===== config.mk =====
export PLATFORM = sky130hd
export DESIGN_NAME = msi_bus_arbiter
export DESIGN_NICKNAME = d
export VERILOG_FILES = /design/src/rtl/msi_pkg.sv /design/src/rtl/rr_arbiter2.sv /design/src/rtl/msi_bus_arbiter.sv
export SDC_FILE = /design/constraint.sdc
export NUM_CORES = 1
export LEC_CHECK = 0
export ABC_AREA = 1
export CAP_MARGIN = 10
export CELL_PAD_IN_SITES_DETAIL_PLACEMENT = 0
export CELL_PAD_IN_SITES_GLOBAL_PLACEMENT = 1
export CORE_ASPECT_RATIO = 0.9
export CORE_MARGIN = 2
export CORE_UTILIZATION = 25
export CTS_BUF_LIST = sky130_fd_sc_hd__clkbuf_4 sky130_fd_sc_hd__clkbuf_8 sky130_fd_sc_hd__clkbuf_16
export DETAILED_ROUTE_END_ITERATION = 10
export PLACE_DENSITY_LB_ADDON = 0.2
export REMOVE_ABC_BUFFERS = 1
export SLEW_MARGIN = 20
export SYNTH_ARGS = -nofsm -noshare
export SYNTH_HDL_FRONTEND = slang
export SYNTH_SLANG_ARGS = --single-unit

===== constraint.sdc =====
create_clock -name clk -period 1.7 [get_ports clk]
set_input_delay 0.51 -clock clk [delete_from_list [all_inputs] [get_ports clk]]
set_output_delay 0.51 -clock clk [all_outputs]
set_load 0.005 [all_outputs]

===== src/rtl/msi_pkg.sv =====
// rtl/msi_pkg.sv - shared bus command, FSM state and MSI encodings for the two-core snooping bus
package msi_pkg;

    localparam int ADDR_W_DEF = 9;
    localparam int DATA_W_DEF = 16;

    typedef enum logic [1:0] {
        BUS_NONE = 2'b00,
        BUS_RD   = 2'b01,
        BUS_RDX  = 2'b10,
        BUS_UPGR = 2'b11
    } bus_cmd_e;

    typedef enum logic [2:0] {
        ST_IDLE,
        ST_SNOOP,
        ST_MEMRD,
        ST_WB,
        ST_DONE
    } bus_state_e;

    typedef enum logic [1:0] {
        MSI_I = 2'b00,
        MSI_S = 2'b01,
        MSI_M = 2'b10
    } msi_state_e;

    // An illegal (zero) command is carried through the bus as an upgrade.
    function automatic bus_cmd_e legal_cmd(input logic [1:0] cmd);
        return (cmd == 2'b00) ? BUS_UPGR : bus_cmd_e'(cmd);
    endfunction

endpackage


===== src/rtl/rr_arbiter2.sv =====
// rtl/rr_arbiter2.sv - two-way round-robin picker whose pointer advances only on transaction completion
module rr_arbiter2 (
    input  logic       clk,
    input  logic       reset,
    input  logic [1:0] req,
    input  logic       update,
    input  logic       upd_idx,
    output logic       any,
    output logic       win_idx
);

    logic last_q;
    logic last_d;

    always_comb begin
        last_d = update ? upd_idx : last_q;
    end

    always_comb begin
        any = |req;
        if (req == 2'b11) begin
            win_idx = ~last_q;
        end else begin
            win_idx = req[1] & ~req[0];
        end
    end

    // Seeding "last winner" with 1 gives cache 0 the first tie.
    always_ff @(posedge clk) begin
        if (reset) begin
            last_q <= 1'b1;
        end else begin
            last_q <= last_d;
        end
    end

endmodule


===== src/rtl/msi_bus_arbiter.sv =====
// rtl/msi_bus_arbiter.sv - snooping bus controller: arbitration, snoop forwarding, flush/memory data sourcing
module msi_bus_arbiter
    import msi_pkg::*;
#(
    parameter int ADDR_W   = ADDR_W_DEF,
    parameter int DATA_W   = DATA_W_DEF,
    parameter int MEM_LAT  = 1,
    parameter int SNOOP_TO = 8
) (
    input  logic              clk,
    input  logic              reset,
    input  logic              req0,
    input  logic              req1,
    input  logic [1:0]        cmd0,
    input  logic [1:0]        cmd1,
    input  logic [ADDR_W-1:0] addr0,
    input  logic [ADDR_W-1:0] addr1,
    output logic [1:0]        gnt,
    output logic              done0,
    output logic              done1,
    output logic [DATA_W-1:0] rdata,
    output logic              snoop_valid,
    output logic [1:0]        snoop_cmd,
    output logic [ADDR_W-1:0] snoop_addr,
    input  logic              snoop_ack,
    input  logic              snoop_hit,
    input  logic [DATA_W-1:0] snoop_data,
    output logic              mem_rd,
    output logic              mem_we,
    output logic [ADDR_W-1:0] mem_addr,
    output logic [DATA_W-1:0] mem_wdata,
    input  logic [DATA_W-1:0] mem_rdata
);

    bus_state_e        state_q, state_d;
    logic              owner_q, owner_d;
    bus_cmd_e          cmd_q, cmd_d;
    logic [ADDR_W-1:0] addr_q, addr_d;
    logic [DATA_W-1:0] data_q, data_d;
    logic [15:0]       to_cnt_q, to_cnt_d;
    logic [15:0]       lat_cnt_q, lat_cnt_d;

    logic arb_any;
    logic arb_win;

    rr_arbiter2 u_rr (
        .clk     (clk),
        .reset   (reset),
        .req     ({req1, req0}),
        .update  (state_q == ST_DONE),
        .upd_idx (owner_q),
        .any     (arb_any),
        .win_idx (arb_win)
    );

    always_comb begin
        state_d     = state_q;
        owner_d     = owner_q;
        cmd_d       = cmd_q;
        addr_d      = addr_q;
        data_d      = data_q;
        to_cnt_d    = to_cnt_q;
        lat_cnt_d   = lat_cnt_q;
        gnt         = 2'b00;
        done0       = 1'b0;
        done1       = 1'b0;
        rdata       = '0;
        snoop_valid = 1'b0;
        snoop_cmd   = cmd_q;
        snoop_addr  = addr_q;
        mem_rd      = 1'b0;
        mem_we      = 1'b0;
        mem_addr    = '0;
        mem_wdata   = '0;

        if (state_q != ST_IDLE) begin
            gnt = owner_q ? 2'b10 : 2'b01;
        end

        case (state_q)
            ST_IDLE: begin
                if (arb_any) begin
                    owner_d   = arb_win;
                    cmd_d     = legal_cmd(arb_win ? cmd1 : cmd0);
                    addr_d    = arb_win ? addr1 : addr0;
                    data_d    = '0;
                    to_cnt_d  = '0;
                    lat_cnt_d = '0;
                    state_d   = ST_SNOOP;
                end
            end
            ST_SNOOP: begin
                snoop_valid = 1'b1;
                to_cnt_d    = to_cnt_q + 16'd1;
                if (snoop_ack) begin
                    if (cmd_q == BUS_UPGR) begin
                        state_d = ST_DONE;
                    end else if (snoop_hit) begin
                        data_d  = snoop_data;
                        state_d = ST_WB;
                    end else begin
                        state_d = ST_MEMRD;
                    end
                end else if (to_cnt_q == 16'(SNOOP_TO - 1)) begin
                    state_d = (cmd_q == BUS_UPGR) ? ST_DONE : ST_MEMRD;
                end
            end
            ST_MEMRD: begin
                lat_cnt_d = lat_cnt_q + 16'd1;
                if (lat_cnt_q == 16'd0) begin
                    mem_rd   = 1'b1;
                    mem_addr = addr_q;
                end
                if (lat_cnt_q == 16'(MEM_LAT)) begin
                    data_d  = mem_rdata;
                    state_d = ST_DONE;
                end
            end
            ST_WB: begin
                // A reset landing on this cycle must not commit the write.
                mem_we    = ~reset;
                mem_addr  = addr_q;
                mem_wdata = data_q;
                state_d   = ST_DONE;
            end
            ST_DONE: begin
                done0   = ~reset & ~owner_q;
                done1   = ~reset & owner_q;
                rdata   = reset ? '0 : data_q;
                state_d = ST_IDLE;
            end
            default: state_d = ST_IDLE;
        endcase
    end

    always_ff @(posedge clk) begin
        if (reset) begin
            state_q   <= ST_IDLE;
            owner_q   <= 1'b0;
            cmd_q     <= BUS_NONE;
            addr_q    <= '0;
            data_q    <= '0;
            to_cnt_q  <= '0;
            lat_cnt_q <= '0;
        end else begin
            state_q   <= state_d;
            owner_q   <= owner_d;
            cmd_q     <= cmd_d;
            addr_q    <= addr_d;
            data_q    <= data_d;
            to_cnt_q  <= to_cnt_d;
            lat_cnt_q <= lat_cnt_d;
        end
    end

endmodule


# ---- Word-level counts from Yosys, hierarchy flattened
# Index checks and enable logic that the tools add are counted.
dict set report totals {
  register_bits 64
  input_bits 60
  output_inout_bits 59
  wordCells 77
}
dict set report classes {
  addsub 2
  n_eq_ne 14
  n_mux 33
  bitwise_logic 7
  n_reduce_logical 13
}
# cell count
set ops {}
lappend ops {{2-to-1 mux 16 bit} 8}
lappend ops {{case mux 16 bit (2 select lines)} 2}
lappend ops {{case mux 16 bit (3 select lines)} 1}
lappend ops {{adder 16 x 1 -> 16 bit (second input constant)} 2}
lappend ops {{2-to-1 mux 3 bit} 6}
lappend ops {{2-to-1 mux 9 bit} 2}
lappend ops {{case mux 9 bit (2 select lines)} 1}
lappend ops {{== test 16 x 1 -> 1 bit (second input constant)} 1}
lappend ops {{== test 16 x 3 -> 1 bit (second input constant)} 1}
lappend ops {{zero test 16 bit} 1}
lappend ops {{case mux 3 bit (4 select lines)} 1}
lappend ops {{inequality test 2 bit (second input constant)} 5}
lappend ops {{2-to-1 mux 1 bit} 8}
lappend ops {{2-to-1 mux 2 bit} 4}
lappend ops {{== test 3 x 2 -> 1 bit (second input constant)} 2}
lappend ops {{AND reduction 2 bit} 3}
lappend ops {{AND reduction 6 bit} 1}
lappend ops {{nonzero test 3 bit} 2}
lappend ops {{== test 2 bit (second input constant)} 2}
lappend ops {{inverter 1 bit} 4}
lappend ops {{nonzero test 2 bit} 2}
lappend ops {{AND 1 bit} 3}
lappend ops {{== test 3 x 1 -> 1 bit (second input constant)} 1}
lappend ops {{== test 3 bit (second input constant)} 1}
lappend ops {{other kinds (5)} 5}

# ---- Longest topological paths before layout
# Gate-level depths: netlist of run 1.
dict set report depth {
  ltp_word 6
  mapped_depth 11
  ltp_nobuf 10
}

# ---- Cells and area by module
# Synthesis of run 1 repeated with hierarchy kept, for this count alone.
dict set report hier_totals {
  cells_unflattened 575
  hier_area_um2 3706.1
}
# mod n_inst cells_each area_each_um2 seq_area_each_um2
set by_module_without_submodules {}
lappend by_module_without_submodules {msi_bus_arbiter 1 567 3652.3 1261.2}
lappend by_module_without_submodules {rr_arbiter2 1 8 53.8 20.0}

# ---- Worst setup path after synthesis of run 1
# Ideal clock, no wire load.
dict set report synth_timing {
  path_type {register to output}
  start {register state_q[0]}
  end {output rdata[10]}
  arrival_time_ns 1.154
  required_ns 1.190
  path_slack_ns 0.036
  stages_incl_launch_ff 8
  path_buffers 2
  cell_sequence {dfxtp_1 inv_2 buf_4 nand2_1 nor2_2 nand2_2 buf_2 nor2_1}
}
dict set report synth_between {
  elab_chain_len 2
}
# element line
set synth_rtl {}
lappend synth_rtl {{start, declared} msi_bus_arbiter.sv:35} ;# bus_state_e state_q, state_d;
lappend synth_rtl {{start signal, assigned} msi_bus_arbiter.sv:146} ;# state_q <= state_d;
lappend synth_rtl {{== test 3 bit} msi_bus_arbiter.sv:80} ;# case (state_q)
lappend synth_rtl {{2-to-1 mux 16 bit} msi_bus_arbiter.sv:80}
lappend synth_rtl {{end, declared} msi_bus_arbiter.sv:21} ;# output logic [DATA_W-1:0] rdata,
# Every way passes these cells.

# ---- Final worst setup path of run 1
dict set report layout_timing {
  start {register lat_cnt_q[1]}
  end {output mem_addr[3]}
}
dict set report layout_between {
  elab_chain_len 3
}
# element line
set layout_rtl {}
lappend layout_rtl {{start, declared} msi_bus_arbiter.sv:41} ;# logic [15:0] lat_cnt_q, lat_cnt_d;
lappend layout_rtl {{start signal, assigned} msi_bus_arbiter.sv:152} ;# lat_cnt_q <= lat_cnt_d;
lappend layout_rtl {{zero test 16 bit} msi_bus_arbiter.sv:110} ;# if (lat_cnt_q == 16'd0) begin
lappend layout_rtl {{2-to-1 mux 9 bit} msi_bus_arbiter.sv:110}
lappend layout_rtl {{case mux 9 bit (2 select lines)} msi_bus_arbiter.sv:80}
lappend layout_rtl {{end, declared} msi_bus_arbiter.sv:30} ;# output logic [ADDR_W-1:0] mem_addr,
# Every way passes these cells.

==> results of run 1 <==
kinds of logic (layout without fill, tap and decap cells):
logic type                 after synthesis  in the layout  synth area share
DFF                                     64             64             0.338
and+or+nand+nor                        324            324             0.356
AOI/OAI and AO/OA                      111            111             0.188
buffers and inverters                   93            303             0.105
adders and majority gates                4              4            0.0132
worst max path at each step:
stage | startpoint | to | slack, ps
after detailed placement | reset | rdata[8] | -820
after floorplan | reset | done0 | -130
after global routing | lat_cnt_q[1]$_SDFFE_PP0P_ | mem_addr[3] | -510
after global placement | reset | rdata[10] | -790
final | lat_cnt_q[1]$_SDFFE_PP0P_ | mem_addr[3] | -430
after CTS | lat_cnt_q[10]$_SDFFE_PP0P_ | mem_addr[7] | -420
flip-flops by register name (all words and copies together) (netlist names):
name and cells:
data_q 16, lat_cnt_q 16, owner_q 1, snoop_addr 9
snoop_cmd 2, state_q 3, to_cnt_q 16, u_rr.last_q 1
cells in the mapped netlist (2+ instances only):
master    instances  share of area
nor2_1          120           0.12
a21boi_0          3         0.0059
inv_2             9         0.0089
inv_1            61          0.060
a22o_1           16          0.037
a21oi_1          40          0.053
nand3_2           3         0.0079
a31oi_1           2         0.0033
nand4_1           3         0.0050
and3_1            2         0.0033
nand3_1          27          0.036
clkbuf_1          7         0.0069
nor2_2            5         0.0083
nor3_1            5         0.0066
nand2_2           3         0.0050
o21ai_0          27          0.036
buf_4             4         0.0079
ha_1              4          0.013
buf_6             3         0.0089
o22ai_1           2         0.0033
nand2_1         149           0.15
dfxtp_1          64           0.34
a211oi_2          2         0.0066
a22oi_1           2         0.0040
buf_2             7         0.0092
a211oi_1         10          0.020
worst reg2reg max path, delay by kind of cell (launching register included):
| kind | cells | cell delay (ps) |
|---|---|---|
| adders and majority gates | 1 | 120 |
| buffers and inverters | 5 | 570 |
| DFF | 1 | 320 |
| and+or+nand+nor | 8 | 700 |
stage by stage:
stage	setup WS [ps]	hold slack (ps)	cell area (um2)	util	power, mW
global placement	-785	484	5700	0.386	5.83
CTS	-420	502	6050	0.410	7.80
global route	-511	528	6670	0.452	9.47
detailed placement	-820	493	5700	0.386	5.85
finish	-432	496	6670	0.452	8.87
floorplan	-131	463	3660	-	3.81
final cells by class:
cell class,count,area (um2),area share
Clock buffer,13,262,0.0392
Inverter,70,278,0.0416
Sequential cell,64,1300,0.195
Tap cell,198,248,0.0371
Multi-Input combinational cell,439,2580,0.387
Clock inverter,1,5.00,0.000750
Timing Repair Buffer,219,1990,0.299
what timing repair did:
item,in CTS,in global routing
endpoints found under the setup margin,77,87
resized for setup,251,135
pin swaps,11,28
cloned,2,9
buffers inserted,8,13
cells in the final DEF, fill, tap and decap left out, drive strengths merged, types with 2 or more instances in the layout:
cell type      instances
nand2                152
buf                  143
nor2                 126
inv                   70
dfxtp                 64
clkdlybuf4s50         56
a21oi                 41
nand3                 31
o21ai                 29
clkbuf                19
a22o                  16
a211oi                12
dlygate4sd2           10
nor3                   6
dlymetal6s2s           4
ha                     4
nand4                  3
a21boi                 3
o22ai                  2
and3                   2
a22oi                  2
a31oi                  2
power by group through the flow:
stage / registers [mW] / clock network (mW) / logic [mW]
global placement: 1.93 / 0 / 3.90
finish: 1.93 / 1.73 / 5.21
CTS: 1.93 / 1.76 / 4.11
floorplan: 1.96 / 0 / 1.85
detailed placement: 1.94 / 0 / 3.91
global route: 1.97 / 1.83 / 5.68
routing by layer:
metal | share of wire | global-route usage | up-vias
met5 | 0 | 0 | -
met4 | 0.012 | 0.0525 | 0
met3 | 0.058 | 0.0390 | 10
met2 | 0.45 | 0.268 | 112
met1 | 0.48 | 0.222 | 2112
li1 | - | - | 2335
==> key figures, run 1 <==
Die
  – Std cell rows: 42
  – Ports: between 100 and 150
  – Die ar.: between 0.015 and 0.02 mm2
  – Die height: approximately 120 um
  – Starting Density: 0.257
  – Die width: 134 um
  – Core Area: 0.0148 mm2

Power and ir drop
  – Switch Pwr: 3.54 mW
  – Clock network fraction of total power: 0.195
  – Lkg Pwr: 3.00 nW
  – Worst vdd ir: roughly 0.67 mV
  – Sequential share of power: 0.218
  – Sw frac: 0.398
  – Internal: 5.34 mW
  – Cell area power density: about 1300 mW/mm2
  – Combinational power share: 0.587

Clock tree
  – H-tree lvl count: 3
  – Clock Pin Slew Worst Setup and Hold Paths: 50 ps
  – Clock buffer count from CTS: 9
  – Hold buffers post-CTS: 0
  – CTS max path bufs: 2
  – Clock sink total: between 60 and 70
  – CTS Root Cell: clkbuf_16
  – CTS tree: yes
  – Worst-Skew Late Latency: approximately 340 ps

Outcome
  – Status: finished with violations
  – Failing checks: negative setup slack

Synth
  – Mapped Cells: 596
  – Post-synth EDFFs: 0
  – Top FF cell, synth: dfxtp_1
  – Post-Syn Area: about 0.0038 mm2
  – Netlist cell types: between 40 and 50
  – Post-synth ARST share: 0
  – Syn avg cell area: approximately 6.4 um2
  – Seq/Total Area, Yosys: 0.338
  – Synthesis Warnings: 0
  – Seq cells post-synth: 64

Timing
  – Setup ws final: -432 ps
  – Final period util: 1.25
  – Fin crit period: between 2000 and 2500 ps
  – Final Hold Viols: 0
  – Final Setup Violations: 71
  – Relative max-transition margin: 0.591
  – Tightest Pin Transition: between 600 and 700 ps
  – Final clock skew: around 4.1 ps
  – Final setup TNS: -15120 ps
  – RSZ-0062 raised after global routing: yes
  – Fmax: around 470 MHz
  – Final Max Tran Viols: 0

Worst setup path
  – Worst R2R End: data_q[8]$_SDFFE_PP0P_
  – Cell family with most CP delay: buffers and inverters
  – Flop2flop setup slack: -80 ps
  – Critical path arrival: ~1600 ps
  – Crit path depth: 8
  – Worst Path Required: 1190 ps
  – Slowest stage delay, CP: approximately 320 ps
  – Slowest cell on the critical path: dfxtp_2
  – Worst R2R Start: lat_cnt_q[1]$_SDFFE_PP0P_
  – FF-to-FF path depth: 14
  – Startpoint Class: flip-flop
  – Crit path kind: flip-flop to output port
  – CP Max Fanout: 7
  – Cell Chain, Critical Path: inv_2 > ha_4 > nand2_4 > nor2_4 > nand2_2 > buf_6 > a211oi_2 > buf_2
  – Bufs and invs on worst path: 3
  – Crit end category: output port

Place
  – Final Wtd Congestion: about 0.81
  – Port buffer count: about 120
  – DP HPWL: roughly 9400 um
  – Dpl cells: just under 1000

Route
  – Detailed-route DRC error count: 0
  – WL final: between 10000 and 15000 um
  – DR vias/cell: between 4 and 5
  – Antenna-violating nets left: 0
  – Via count of the routed design: approximately 4600
  – Drt pass-1 iters: 5
  – Initial DRC Count: roughly 190
  – WL/cell: about 15 um

Worst hold path
  – HP Start: snoop_cmd[1]$_SDFFE_PP0P_
  – Hold WC Path Type: flip-flop to flip-flop
  – Hold path depth: 2
  – Hold endpoint: snoop_cmd[1]$_SDFFE_PP0P_

Layout
  – NumNets Final: between 800 and 900
  – Area Overhead vs Synth: 76.0%
  – Share of layout cells above drive strength 1: 0.360
  – Inserted Diodes: 0
  – Filler cell count in the final layout: about 1500
  – Post-route insts no fill: around 1000

Global routing
  – Vias in the first global route: about 4200
  – Total GRT Usage: 0.167
  – Antenna violations before repair: 0
  – Overflow after GRT: 0
  – Pin count of the biggest net entering global routing: 53
  – First-pass GRT wire length: 21200 um

Flow run
  – # Max-Cap Violations: 0
Note: power is estimated with default switching activity, not from simulation.
==> run 2: changes to the inputs <==
Settings changed: CORE_UTILIZATION 25 to 32, CTS_BUF_LIST sky130_fd_sc_hd__clkbuf_4 sky130_fd_sc_hd__clkbuf_8 sky130_fd_sc_hd__clkbuf_16 to not set, PLACE_DENSITY_LB_ADDON 0.2 to 0.1.
==> key figures, run 2 (synthesis results as in run 1) <==
Layout
  – Share of layout cells above drive strength 1: 0.367 (was 0.360)
  – Most common cell after layout, fill and taps aside: nand2_1 (unchanged)
  – Area Overhead vs Synth: 81.2% (was 76.0%)
  – Largest regs: data_q (16), lat_cnt_q (16), to_cnt_q (16) (unchanged)
  – Inserted Diodes: 0 (unchanged)
  – Most frequent cells in the layout: nand2_1, nor2_1, clkdlybuf4s50_1, inv_1, buf_4 (was nand2_1, nor2_1, buf_4, inv_1, clkdlybuf4s50_1)
  – NumNets Final: 860 (was 867)

Place
  – Final Wtd Congestion: 0.838 (was 0.812)
  – Pre-CTS setup slack: -793 ps (was -820 ps)
  – DP HPWL: 8870 um (was 9440 um)
  – Port buffer count: 118 (unchanged)

Timing
  – RSZ-0062 raised after global routing: yes (unchanged)
  – Tightest Pin Transition: 549 ps (was 614 ps)
  – Fin crit period: 2080 ps (was 2130 ps)
  – Relative max-transition margin: 0.633 (was 0.591)
  – Final setup TNS: -13190 ps (was -15120 ps)
  – Fmax: 482 MHz (was 469 MHz)
  – Final Hold Viols: 0 (unchanged)
  – Final Setup Violations: 50 (was 71)
  – Final clock skew: 7.12 ps (was 4.12 ps)
  – Final period util: 1.22 (was 1.25)
  – Setup ws final: -375 ps (was -432 ps)
  – Final Max Tran Viols: 0 (unchanged)

Clock tree
  – Clock buffer count from CTS: 9 (unchanged)
  – Worst-Skew Late Latency: 330 ps (was 340 ps)
  – CTS tree: yes (unchanged)
  – Clock Pin Slew Worst Setup and Hold Paths: 60 ps (was 50 ps)
  – CTS max path bufs: 2 (unchanged)
  – CTS Root Cell: clkbuf_16 (unchanged)
  – H-tree lvl count: 3 (unchanged)
  – Clock sink total: 64 (unchanged)
  – Hold buffers post-CTS: 0 (unchanged)

Die
  – Die ar.: 0.0127 mm2 (was 0.0162 mm2)
  – Ports: 119 (unchanged)
  – Die width: 119 um (was 134 um)
  – Starting Density: 0.330 (was 0.257)
  – Core Area: 0.0115 mm2 (was 0.0148 mm2)
  – Die height: 107 um (was 121 um)
  – Std cell rows: 37 (was 42)

Global routing
  – Antenna violations before repair: 0 (unchanged)
  – Overflow after GRT: 0 (unchanged)
  – Vias in the first global route: 4415 (was 4194)
  – First-pass GRT wire length: 22000 um (was 21200 um)
  – Total GRT Usage: 0.215 (was 0.167)
  – Pin count of the biggest net entering global routing: 53 (unchanged)

Route
  – DR vias/cell: 4.89 (was 4.55)
  – Via count of the routed design: 4678 (was 4569)
  – Detailed-route DRC error count: 0 (unchanged)
  – Drt pass-1 iters: 4 (was 5)
  – Antenna-violating nets left: 0 (unchanged)
  – WL final: 14500 um (was 14600 um)
  – Initial DRC Count: 328 (was 189)
  – WL/cell: 15.2 um (was 14.5 um)

Worst hold path
  – HP Start: to_cnt_q[6]$_SDFFE_PP0P_ (was snoop_cmd[1]$_SDFFE_PP0P_)
  – Hold path depth: 2 (unchanged)
  – Hold endpoint: to_cnt_q[6]$_SDFFE_PP0P_ (was snoop_cmd[1]$_SDFFE_PP0P_)
  – Hold WC Path Type: flip-flop to flip-flop (unchanged)

Power and ir drop
  – Clock network fraction of total power: 0.219 (was 0.195)
  – Internal: 5.78 mW (was 5.34 mW)
  – Tot Pwr: 9.48 mW (was 8.87 mW)
  – Worst vdd ir: 0.682 mV (was 0.668 mV)
  – Sw frac: 0.390 (was 0.398)
  – Sequential share of power: 0.206 (was 0.218)
  – Cell area power density: 1380 mW/mm2 (was 1330 mW/mm2)
  – Combinational power share: 0.576 (was 0.587)
  – Switch Pwr: 3.69 mW (was 3.54 mW)
  – Lkg Pwr: 3.01 nW (was 3.00 nW)

Worst setup path
  – Cell Chain, Critical Path: inv_2 > ha_4 > nand2_4 > nor2_4 > buf_6 > nand2_8 > a211oi_4 > buf_2 (was inv_2 > ha_4 > nand2_4 > nor2_4 > nand2_2 > buf_6 > a211oi_2 > buf_2)
  – Crit end category: output port (unchanged)
  – Slowest cell on the critical path: dfxtp_2 (unchanged)
  – Slowest stage delay, CP: 320 ps (about the same)
  – Flop2flop setup slack: -50 ps (was -80 ps)
  – Worst R2R Start: lat_cnt_q[13]$_SDFFE_PP0P_ (was lat_cnt_q[1]$_SDFFE_PP0P_)
  – CP Max Fanout: 5 (was 7)
  – FF-to-FF path depth: 13 (was 14)
  – Startpoint Class: flip-flop (unchanged)
  – Cell family with most CP delay: buffers and inverters (unchanged)
  – Critical path arrival: 1570 ps (was 1620 ps)
  – Crit path kind: flip-flop to output port (unchanged)
  – Worst Path Required: 1190 ps (about the same)
  – Bufs and invs on worst path: 3 (unchanged)
  – Worst R2R End: data_q[4]$_SDFFE_PP0P_ (was data_q[8]$_SDFFE_PP0P_)

Flow run
  – # Max-Cap Violations: 0 (unchanged)

Outcome
  – Failing checks: negative setup slack (unchanged)
  – Status: finished with violations (unchanged)
-- run 2: layer usage --
metal / routed length [um] / up-vias / part of all wire / track usage
met2: 6680 / 150 / 0.46 / 0.347
met1: 6760 / 2184 / 0.47 / 0.295
li1: - / 2327 / - / -
met4: 170 / 0 / 0.012 / 0.0425
met3: 905 / 17 / 0.062 / 0.0482
met5: 0 / - / 0 / 0
-- run 2: how the worst max path moves through the flow --
stage,start,to,slack (ps),cells past startpoint
after floorplan,reset,done0,-130,3
after global placement,reset,rdata[6],-760,5
after detailed placement,reset,rdata[7],-790,5
after CTS,lat_cnt_q[1]$_SDFFE_PP0P_,mem_addr[2],-370,8
after global routing,lat_cnt_q[1]$_SDFFE_PP0P_,mem_addr[6],-460,8
final,lat_cnt_q[1]$_SDFFE_PP0P_,mem_addr[6],-380,8
-- run 2: tightest hold or removal path: cells and delay by family (launching register included) --
| kind | cells | cell delay [ps] |
|---|---|---|
| flops | 1 | 340 |
| simple gates | 1 | 70 |
| compound gates | 1 | 50 |
-- run 2: what timing repair did --
item / 4_1_cts / 5_1_grt
buffers inserted: 21 / 11
pin swaps: 33 / 46
cloned: 7 / 6
gates resized for setup: 305 / 122
setup endpoints to repair: 60 / 93
-- run 2: through the flow --
| stage | hold WS (ps) | area, um2 | std cells | utilization |
|---|---|---|---|---|
| after global placement | 486 | 5510 | 904 | 0.480 |
| after CTS | 503 | 6300 | 947 | 0.549 |
| after global routing | 531 | 6870 | 957 | 0.598 |
| after detailed placement | 495 | 5510 | 904 | 0.480 |
| after floorplan | 463 | 3660 | 573 | - |
| final | 503 | 6870 | 957 | 0.598 |
-- run 2: area by class of cell --
type / instances / area [um2]
multi-input combinational: 443 / 2780
sequential: 64 / 1300
timing repair buffer: 208 / 1970
clock buffer: 14 / 274
tap: 156 / 195
fill: 1108 / 4610
inverter: 70 / 288
clock inverter: 2 / 60.1
-- run 2: power groups by stage --
stage	Sequential (mW)	Combinational (mW)	Clock (mW)
2_1_floorplan	1.96	1.85	0
3_3_place_gp	1.94	3.65	0
3_5_place_dp	1.95	3.69	0
4_1_cts	1.95	4.35	2.10
5_1_grt	1.98	5.89	2.18
6_report	1.95	5.45	2.07
